==> src/rtl/imem_loader.sv <==
// Boot-time loader: assembles little-endian words from a byte stream, writes them
// into instruction memory from address 0 and holds the core in reset until done.
module imem_loader #(
   parameter int WIDTH  = 32,
   parameter int DEPTH  = 512,
   parameter int ADDR_W = 9
) (
   input  logic              clock,
   input  logic              reset,
   input  logic              start,
   input  logic [ADDR_W:0]   wordCount,
   input  logic [7:0]        inData,
   input  logic              inValid,
   output logic              inReady,
   output logic              memWe,
   output logic [ADDR_W-1:0] memAddr,
   output logic [WIDTH-1:0]  memWdata,
   output logic              cpuReset,
   output logic              busy,
   output logic              done,
   output logic [31:0]       checksum
);

   typedef enum logic [1:0] {
      IDLE  = 2'd0,
      LOAD  = 2'd1,
      WRITE = 2'd2,
      DONE  = 2'd3
   } state_t;

   localparam logic [ADDR_W:0] DEPTH_C = (ADDR_W+1)'(DEPTH);

   state_t              state_q, state_d;
   logic [ADDR_W:0]     count_q, count_d;
   logic [1:0]          byte_q, byte_d;
   logic [ADDR_W-1:0]   widx_q, widx_d;
   logic [WIDTH-1:0]    word_q, word_d;
   logic [31:0]         sum_q, sum_d;
   logic [ADDR_W:0]     count_clamped;

   assign count_clamped = (wordCount > DEPTH_C) ? DEPTH_C : wordCount;

   always_ff @(posedge clock or posedge reset) begin
      if (reset) begin
         state_q <= IDLE;
         count_q <= '0;
         byte_q  <= '0;
         widx_q  <= '0;
         word_q  <= '0;
         sum_q   <= '0;
      end else begin
         state_q <= state_d;
         count_q <= count_d;
         byte_q  <= byte_d;
         widx_q  <= widx_d;
         word_q  <= word_d;
         sum_q   <= sum_d;
      end
   end

   always_comb begin
      state_d = state_q;
      count_d = count_q;
      byte_d  = byte_q;
      widx_d  = widx_q;
      word_d  = word_q;
      sum_d   = sum_q;
      unique case (state_q)
         IDLE, DONE: begin
            if (start) begin
               count_d = count_clamped;
               sum_d   = '0;
               byte_d  = '0;
               widx_d  = '0;
               state_d = (count_clamped == '0) ? DONE : LOAD;
            end
         end
         LOAD: begin
            // inReady is high for the whole of LOAD, so inValid alone marks a handshake
            if (inValid) begin
               word_d[{byte_q, 3'b000} +: 8] = inData;
               byte_d = byte_q + 2'd1;
               if (byte_q == 2'd3) state_d = WRITE;
            end
         end
         WRITE: begin
            sum_d  = sum_q + word_q;
            byte_d = '0;
            if ({1'b0, widx_q} == count_q - 1'b1) begin
               state_d = DONE;
            end else begin
               widx_d  = widx_q + 1'b1;
               state_d = LOAD;
            end
         end
         default: state_d = IDLE;
      endcase
   end

   // Moore outputs: decoded from state or taken straight from registers
   assign inReady  = (state_q == LOAD);
   assign memWe    = (state_q == WRITE);
   assign memAddr  = widx_q;
   assign memWdata = word_q;
   assign cpuReset = (state_q != DONE);
   assign busy     = (state_q == LOAD) || (state_q == WRITE);
   assign done     = (state_q == DONE);
   assign checksum = sum_q;

endmodule
==> config.mk <==
export PLATFORM = sky130hd
export DESIGN_NAME = imem_loader
export DESIGN_NICKNAME = d
export VERILOG_FILES = /design/src/rtl/imem_loader.sv
export SDC_FILE = /design/constraint.sdc
export NUM_CORES = 1
export LEC_CHECK = 0
export ABC_AREA = 1
export CORE_MARGIN = 2
export CORE_UTILIZATION = 50
export CTS_CLUSTER_SIZE = 30
export DETAILED_ROUTE_END_ITERATION = 6
export GPL_TIMING_DRIVEN = 0
export PLACE_DENSITY = 0.78
export SETUP_SLACK_MARGIN = 0.4
export SLEW_MARGIN = 20
export SYNTH_ARGS = -nofsm -noshare
export SYNTH_HDL_FRONTEND = slang
export SYNTH_SLANG_ARGS = --single-unit
==> constraint.sdc <==
create_clock -name clock -period 2.5 [get_ports clock]
set_input_delay 0.25 -clock clock [delete_from_list [all_inputs] [get_ports clock]]
set_output_delay 0.25 -clock clock [all_outputs]
set_load 0.05 [all_outputs]
==> metrics.txt, run 1 <==
status=complete, no violations; pre-CTS setup slack=0.2059 ns; Filler Cell Count=1075; RSZ-0062 raised after global routing=true; syn nets=990; initial core utilization=51.50%; worst vdd ir=1.216 mV; Period minus WS final=2.040 ns; final hold vios=0; Pins Over Slew Limit=0; top_reg_cell synth=dfrtp_1; Synth area leaders=dfrtp_1, nand2_1, ha_1; Hold/Removal Path Class=in -> async; Setup Viol. Count Final=0; largest net degree at the start of global routing=29; Antenna Cells=0; core footprint=0.01211 mm^2; share of cells above drive strength 1=9.474%; Clk pin slew, worst setup/hold paths=0.07 ns; leading area contributor after synthesis=dfrtp_1; synthesized instance count=925; Worst Max-Slew Pin Slew=0.5523 ns; antenna violations before repair=0; Synth top area share=34.90%; Max Fanout on Critical Path=5; power per cell area=903.9 mW/mm^2; hold_buf cts=0; Die Ht=115.7 um; CTS buffer count=9; Routability Congestion=0.9751; number of global-route vias before repair=6070; Final Power=7.324 mW; most frequent cells after synthesis=nand2_1, inv_1, o21ai_0, dfrtp_1, nor2_1; non-filler instance count after layout=1213; Worst R2R Setup Slack=0.46 ns; area grow syn2layout=29.91%; Row Count=40; top-count cell post-synth=nand2_1; IO Pins=100; Mapped Avg Cell Area=6.743 um^2; H-Tree Depth=3; IO buf count=99; leakage power total=3.980 nW; WP data required=2.74 ns; Routed wire per std cell=15.78 um; Synth cell types=35; Worst Setup Start Kind=flop; initial drt markers=525; Detail Route Antenna Nets=0; sequential fraction of the synthesis area=34.90%; setup TNS=0 ns; CTS Buffer Depth=2; dpl cell area=0.007512 mm^2; drt first pass iters=5; critical path endpoint category=flop; crit path kind=reg -> reg; CTS sink count=87; placed instance count=1195; post-DR vias/cell=5.396; fin nets=1105; gr ovfl total=0; first-pass GRT wire length=30.48 mm; final instance area=0.008103 mm^2; Post-synth EDFFs=0; Async SR Flop Fraction=100.0%; Routed WL=19.14 mm; Final Worst Setup Slack=0.4597 ns; Die X-Extent=115.7 um; Tot GR Track Use=29.50%; DRC viols=0; final core occ=66.90%; hold_ws=0.2511 ns; Final Skew=0.007141 ns; Final period util=81.61%; worst-skew pair later-pin latency=0.35 ns; WP data arrival=2.28 ns; CTS tree=built; Slew headroom=62.79%; FMAX=490.1 MHz; HPWL Detailed=14.96 mm; Synth Register Bits=87; die area=0.01338 mm^2; clock root cell=clkbuf_16; Max Cap Violations=0; YS warnings=0; Vias=6545; Syn Std Cell Area=0.006237 mm^2
[repair_timing]
item	CTS	global route
pin swaps	0	1
buffers inserted	0	2
resized for setup	13	57
setup endpoints to repair	36	56
[critical path, cell delays in order (launching register included)]
cell	delay (ns)
dfrtp_2	0.46
ha_4	0.20
fa_2	0.38
nand2_2	0.10
o21ai_4	0.07
nand2_1	0.09
nand2_1	0.09
nand2_1	0.09
nand2_2	0.10
nand2_1	0.12
nand3_1	0.08
nand3_1	0.09
nand2_1	0.06
[area by class of cell]
cell class | count | area [um^2] | share of cell area, %
Buffer | 15 | 67.56 | 0.8338
Clock buffer | 9 | 225.2 | 2.779
Clock inverter | 7 | 72.57 | 0.8956
Inverter | 117 | 447.9 | 5.528
Multi-Input combinational cell | 706 | 3830 | 47.27
Sequential cell | 87 | 2185 | 26.96
Tap cell | 168 | 210.2 | 2.594
Timing Repair Buffer | 104 | 1065 | 13.14
[registers in the layout, summed over array words and instances, names as in the netlist]
| register | cells |
|---|---|
| checksum | 32 |
| memWdata | 32 |
| count_q | 10 |
| memAddr | 9 |
| byte_q | 2 |
| state_q | 2 |
[layout by cell type, fill, tap and decap left out, types with 5 or more instances in the layout]
| master | instances |
|---|---|
| nand2_1 | 291 |
| inv_1 | 113 |
| clkdlybuf4s50_1 | 95 |
| o21ai_0 | 83 |
| dfrtp_1 | 81 |
| nor2_1 | 77 |
| nand3_1 | 65 |
| a21oi_1 | 43 |
| ha_1 | 27 |
| ha_4 | 14 |
| nor2_2 | 12 |
| nor3_1 | 11 |
| nand4_1 | 10 |
| xor2_1 | 10 |
| nand2_2 | 9 |
| clkbuf_16 | 9 |
| a21oi_2 | 6 |
| o21ai_1 | 6 |
| o21ai_2 | 6 |
| clkbuf_1 | 6 |
| nand3b_1 | 6 |
| dfrtp_2 | 6 |
| clkbuf_2 | 5 |
| buf_2 | 5 |
[cell families (layout without fill, tap and decap cells)]
| logic type | after synthesis | count (layout) | share of synthesized area (%) |
|---|---|---|---|
| buffers and inverters | 132 | 252 | 8.104 |
| xor gates and xnor gates | 12 | 12 | 1.685 |
| adders and majority gates | 43 | 43 | 8.746 |
| and+or+nand+nor | 489 | 489 | 32.42 |
| DFF | 87 | 87 | 34.90 |
| AOI/OAI and AO/OA | 162 | 162 | 14.14 |
[final timing paths]
path | start | to | depth (start not counted)
hold / removal | reset | checksum[5] | 2
setup / recovery | memWdata[0] | checksum[30] | 12
max in group asynchronous | reset | memWdata[14] | 5
hold reg to reg | checksum[7] | checksum[7] | 2
min in group clock | inData[2] | memWdata[2] | 3
setup reg to reg | memWdata[0] | checksum[30] | 12
[layer usage]
layer,part of all wire (%),up-vias,global-route usage [%]
met1,45,3016,42.06
met2,46,247,45.69
met3,7.2,41,4.498
met4,2.5,0,10.95
li1,-,3241,-
met5,0,-,0
[report_power, final]
group          total (mW)  switching (mW)  leakage, nW  internal, mW
combinational        3.90            2.63         2.66          1.27
clock                1.37           0.598        0.142         0.776
sequential           2.05           0.388         1.17          1.66
total                7.32            3.61         3.98          3.71
No activity file was read; power rests on OpenSTA's default activity.
==> inputs of run 2 (changes only) <==
--- a/config.mk
+++ b/config.mk
@@ -7,11 +7,11 @@
 export LEC_CHECK = 0
 export ABC_AREA = 1
 export CORE_MARGIN = 2
-export CORE_UTILIZATION = 50
+export CORE_UTILIZATION = 55
 export CTS_CLUSTER_SIZE = 30
 export DETAILED_ROUTE_END_ITERATION = 6
 export GPL_TIMING_DRIVEN = 0
-export PLACE_DENSITY = 0.78
+export PLACE_DENSITY = 0.82
 export SETUP_SLACK_MARGIN = 0.4
 export SLEW_MARGIN = 20
 export SYNTH_ARGS = -nofsm -noshare
==> constraint.sdc (replaced) <==
create_clock -name clock -period 2.1 [get_ports clock]
set_input_delay 0.21 -clock clock [delete_from_list [all_inputs] [get_ports clock]]
set_output_delay 0.21 -clock clock [all_outputs]
set_load 0.05 [all_outputs]
==> run 2 against run 1 <==
The flow now finishes with violations (design-rule violations, negative setup slack). Combinational power increased by 80%. Critical path depth did not move. Maximum frequency is 13% lower. First-iteration DRC count grew to 2.9 times the previous value. Worst setup slack worse by 0.70 ns. Global-route usage is 7.2 points higher. Critical endpoint is now checksum[29]. Die area down 8.8%. Core utilization rose by 24 points. Sequential power up 24%.
==> metrics.txt, run 2 (synthesis results as in run 1) <==
Routability Congestion=0.9706 (-0.46%); initial drt markers=1503 (+190%); IO Pins=100 (unchanged); non-filler instance count after layout=1254 (+3.4%); pre-CTS setup slack=0.1277 ns (-0.07825 ns); Row Count=38 (-5.0%); CTS tree=built; WP data arrival=2.59 ns (+0.31 ns); Die X-Extent=110.5 um (-4.5%); power per cell area=1134 mW/mm^2 (+25%); CTS buffer count=9 (unchanged); die area=0.01221 mm^2 (-8.8%); drt first pass iters=7 (+2); CTS sink count=87 (unchanged); area grow syn2layout=58.70%; worst-skew pair later-pin latency=0.37 ns (+0.02 ns); initial core utilization=57.04% (+5.5 points); clock power share=14.7% (-4.1 points); Routed wire per std cell=25.58 um (+62%); Antenna Cells=0 (unchanged); CTS Buffer Depth=2 (unchanged); P_sw=5.814 mW (+61%); Max Fanout on Critical Path=5 (unchanged); antenna violations before repair=0 (unchanged); Comb power frac=62.6% (+9.3 points); worst r2r src=memWdata[11]; Worst R2R Setup Slack=-0.24 ns (-0.70 ns); Final Power=11.23 mW (+53%); Worst Reg-to-Reg Cells=12 (unchanged); Final Skew=0.01272 ns (+0.005582 ns); Int Power=5.414 mW (+46%); Worst R2R End=checksum[29]; WP data required=2.34 ns (-0.40 ns); Worst Max-Slew Pin Slew=0.7969 ns (+0.2446 ns); Vias=8567 (+31%); Die Ht=110.5 um (-4.5%); Tot GR Track Use=36.65% (+7.2 points); placed instance count=1166 (-2.4%); fin nets=1174 (+6.2%); hold_buf cts=0 (unchanged); final hold vios=0 (unchanged); number of global-route vias before repair=6888 (+13%); status=finished, violations left; Hold/Removal Path Class=in -> async; Slew headroom=46.76% (-16 points); Detail Route Antenna Nets=0 (unchanged); Worst Setup Start Kind=flop; IO buf count=99 (unchanged); worst vdd ir=1.242 mV (+2.1%); DRC viols=115 (+115); RSZ-0062 raised after global routing=true; critical path endpoint category=flop; first-pass GRT wire length=35.56 mm (+17%); H-Tree Depth=3 (unchanged); setup TNS=-1.916 ns (-1.916 ns); Sw Ratio=51.78% (+2.4 points); gr ovfl total=0 (unchanged); Final Worst Setup Slack=-0.2446 ns (-0.7043 ns); leakage power total=4.993 nW (+25%); share of cells above drive strength 1=38.96% (+29 points); Period minus WS final=2.345 ns (+0.3043 ns); most frequent cells in the layout=nand2_1, inv_1, dlygate4sd2_1, dfrtp_2, o21ai_0; most common cell after layout, fill and taps aside=nand2_1; Pins Over Slew Limit=0 (unchanged); sequential power share=22.7% (-5.3 points); largest net degree at the start of global routing=34 (+17%); Routed WL=32.08 mm (+68%); FMAX=426.5 MHz (-13%); Clk pin slew, worst setup/hold paths=0.08 ns (about the same); core footprint=0.01094 mm^2 (-9.7%); crit path kind=reg -> reg; post-DR vias/cell=6.832 (+27%); Max Cap Violations=0 (unchanged); clock root cell=clkbuf_16; Final period util=111.6% (+30 points); HPWL Detailed=15.52 mm (+3.7%); Setup Viol. Count Final=22 (+22); failing checks=design-rule violations, negative setup slack
==> run 2: area by class of cell <==
class,count,area [um^2]
Clock inverter,7,63.81
Tap cell,140,175.2
Clock buffer,9,225.2
Buffer,15,142.6
Multi-Input combinational cell,706,5020
Inverter,117,456.7
Timing Repair inverter,1,6.256
Fill cell,455,1037
Sequential cell,87,2250
Timing Repair Buffer,172,1559
==> run 2: worst max path at each step <==
| stage | start | endpoint | slack [ns] | cells past startpoint |
|---|---|---|---|---|
| floorplan | checksum[0] | checksum[30] | 0.22 | 12 |
| global placement | reset | memWdata[23] | -0.23 | 2 |
| detailed placement | memWdata[0] | checksum[22] | 0.13 | 12 |
| CTS | memWdata[0] | checksum[22] | 0.20 | 12 |
| global route | memWdata[25] | checksum[30] | -0.36 | 10 |
| finish | memWdata[11] | checksum[29] | -0.24 | 12 |
==> run 2: what timing repair did <==
item                                    in CTS  in global routing
pin swaps                                   53                 82
endpoints found under the setup margin     150                 86
gates resized for setup                    254                197
gates cloned                                 3                  1
buffers inserted                            34                 34
==> run 2: critical path: stages, from the launching register on <==
cell and delay, ns:
dfrtp_2 0.47, ha_4 0.41, nand2_8 0.12, nor2_4 0.15, inv_2 0.12, nor3_2 0.30
nand2_2 0.12, nand2_4 0.13, nand2_2 0.09, nand2_1 0.09, nand2_1 0.05, nand3_1 0.07
nand2_1 0.09
==> run 2: routing by layer <==
layer	global-route usage [%]	part of all wire, %	vias up
met4	13.08	10	2
li1	-	-	3381
met1	49.91	33	3856
met5	0	0.097	-
met3	8.617	15	387
met2	57.30	41	941
==> run 2: power groups by stage <==
stage	Sequential, mW	Clock, mW	Combinational [mW]
after floorplan	3.00	0	2.82
after global placement	2.50	0	4.61
after detailed placement	2.50	0	4.70
after CTS	2.48	1.62	5.59
after global routing	2.53	1.70	7.23
final	2.55	1.65	7.03
==> run 2: stage by stage <==
step,util [%],hold WS (ns),area [um^2]
final,90.51,0.3511,9898
after global routing,90.51,0.4144,9898
after CTS,81.96,0.3633,8962
after detailed placement,72.53,0.5012,7931
after global placement,72.16,0.4908,7891
after floorplan,-,0.3310,6725
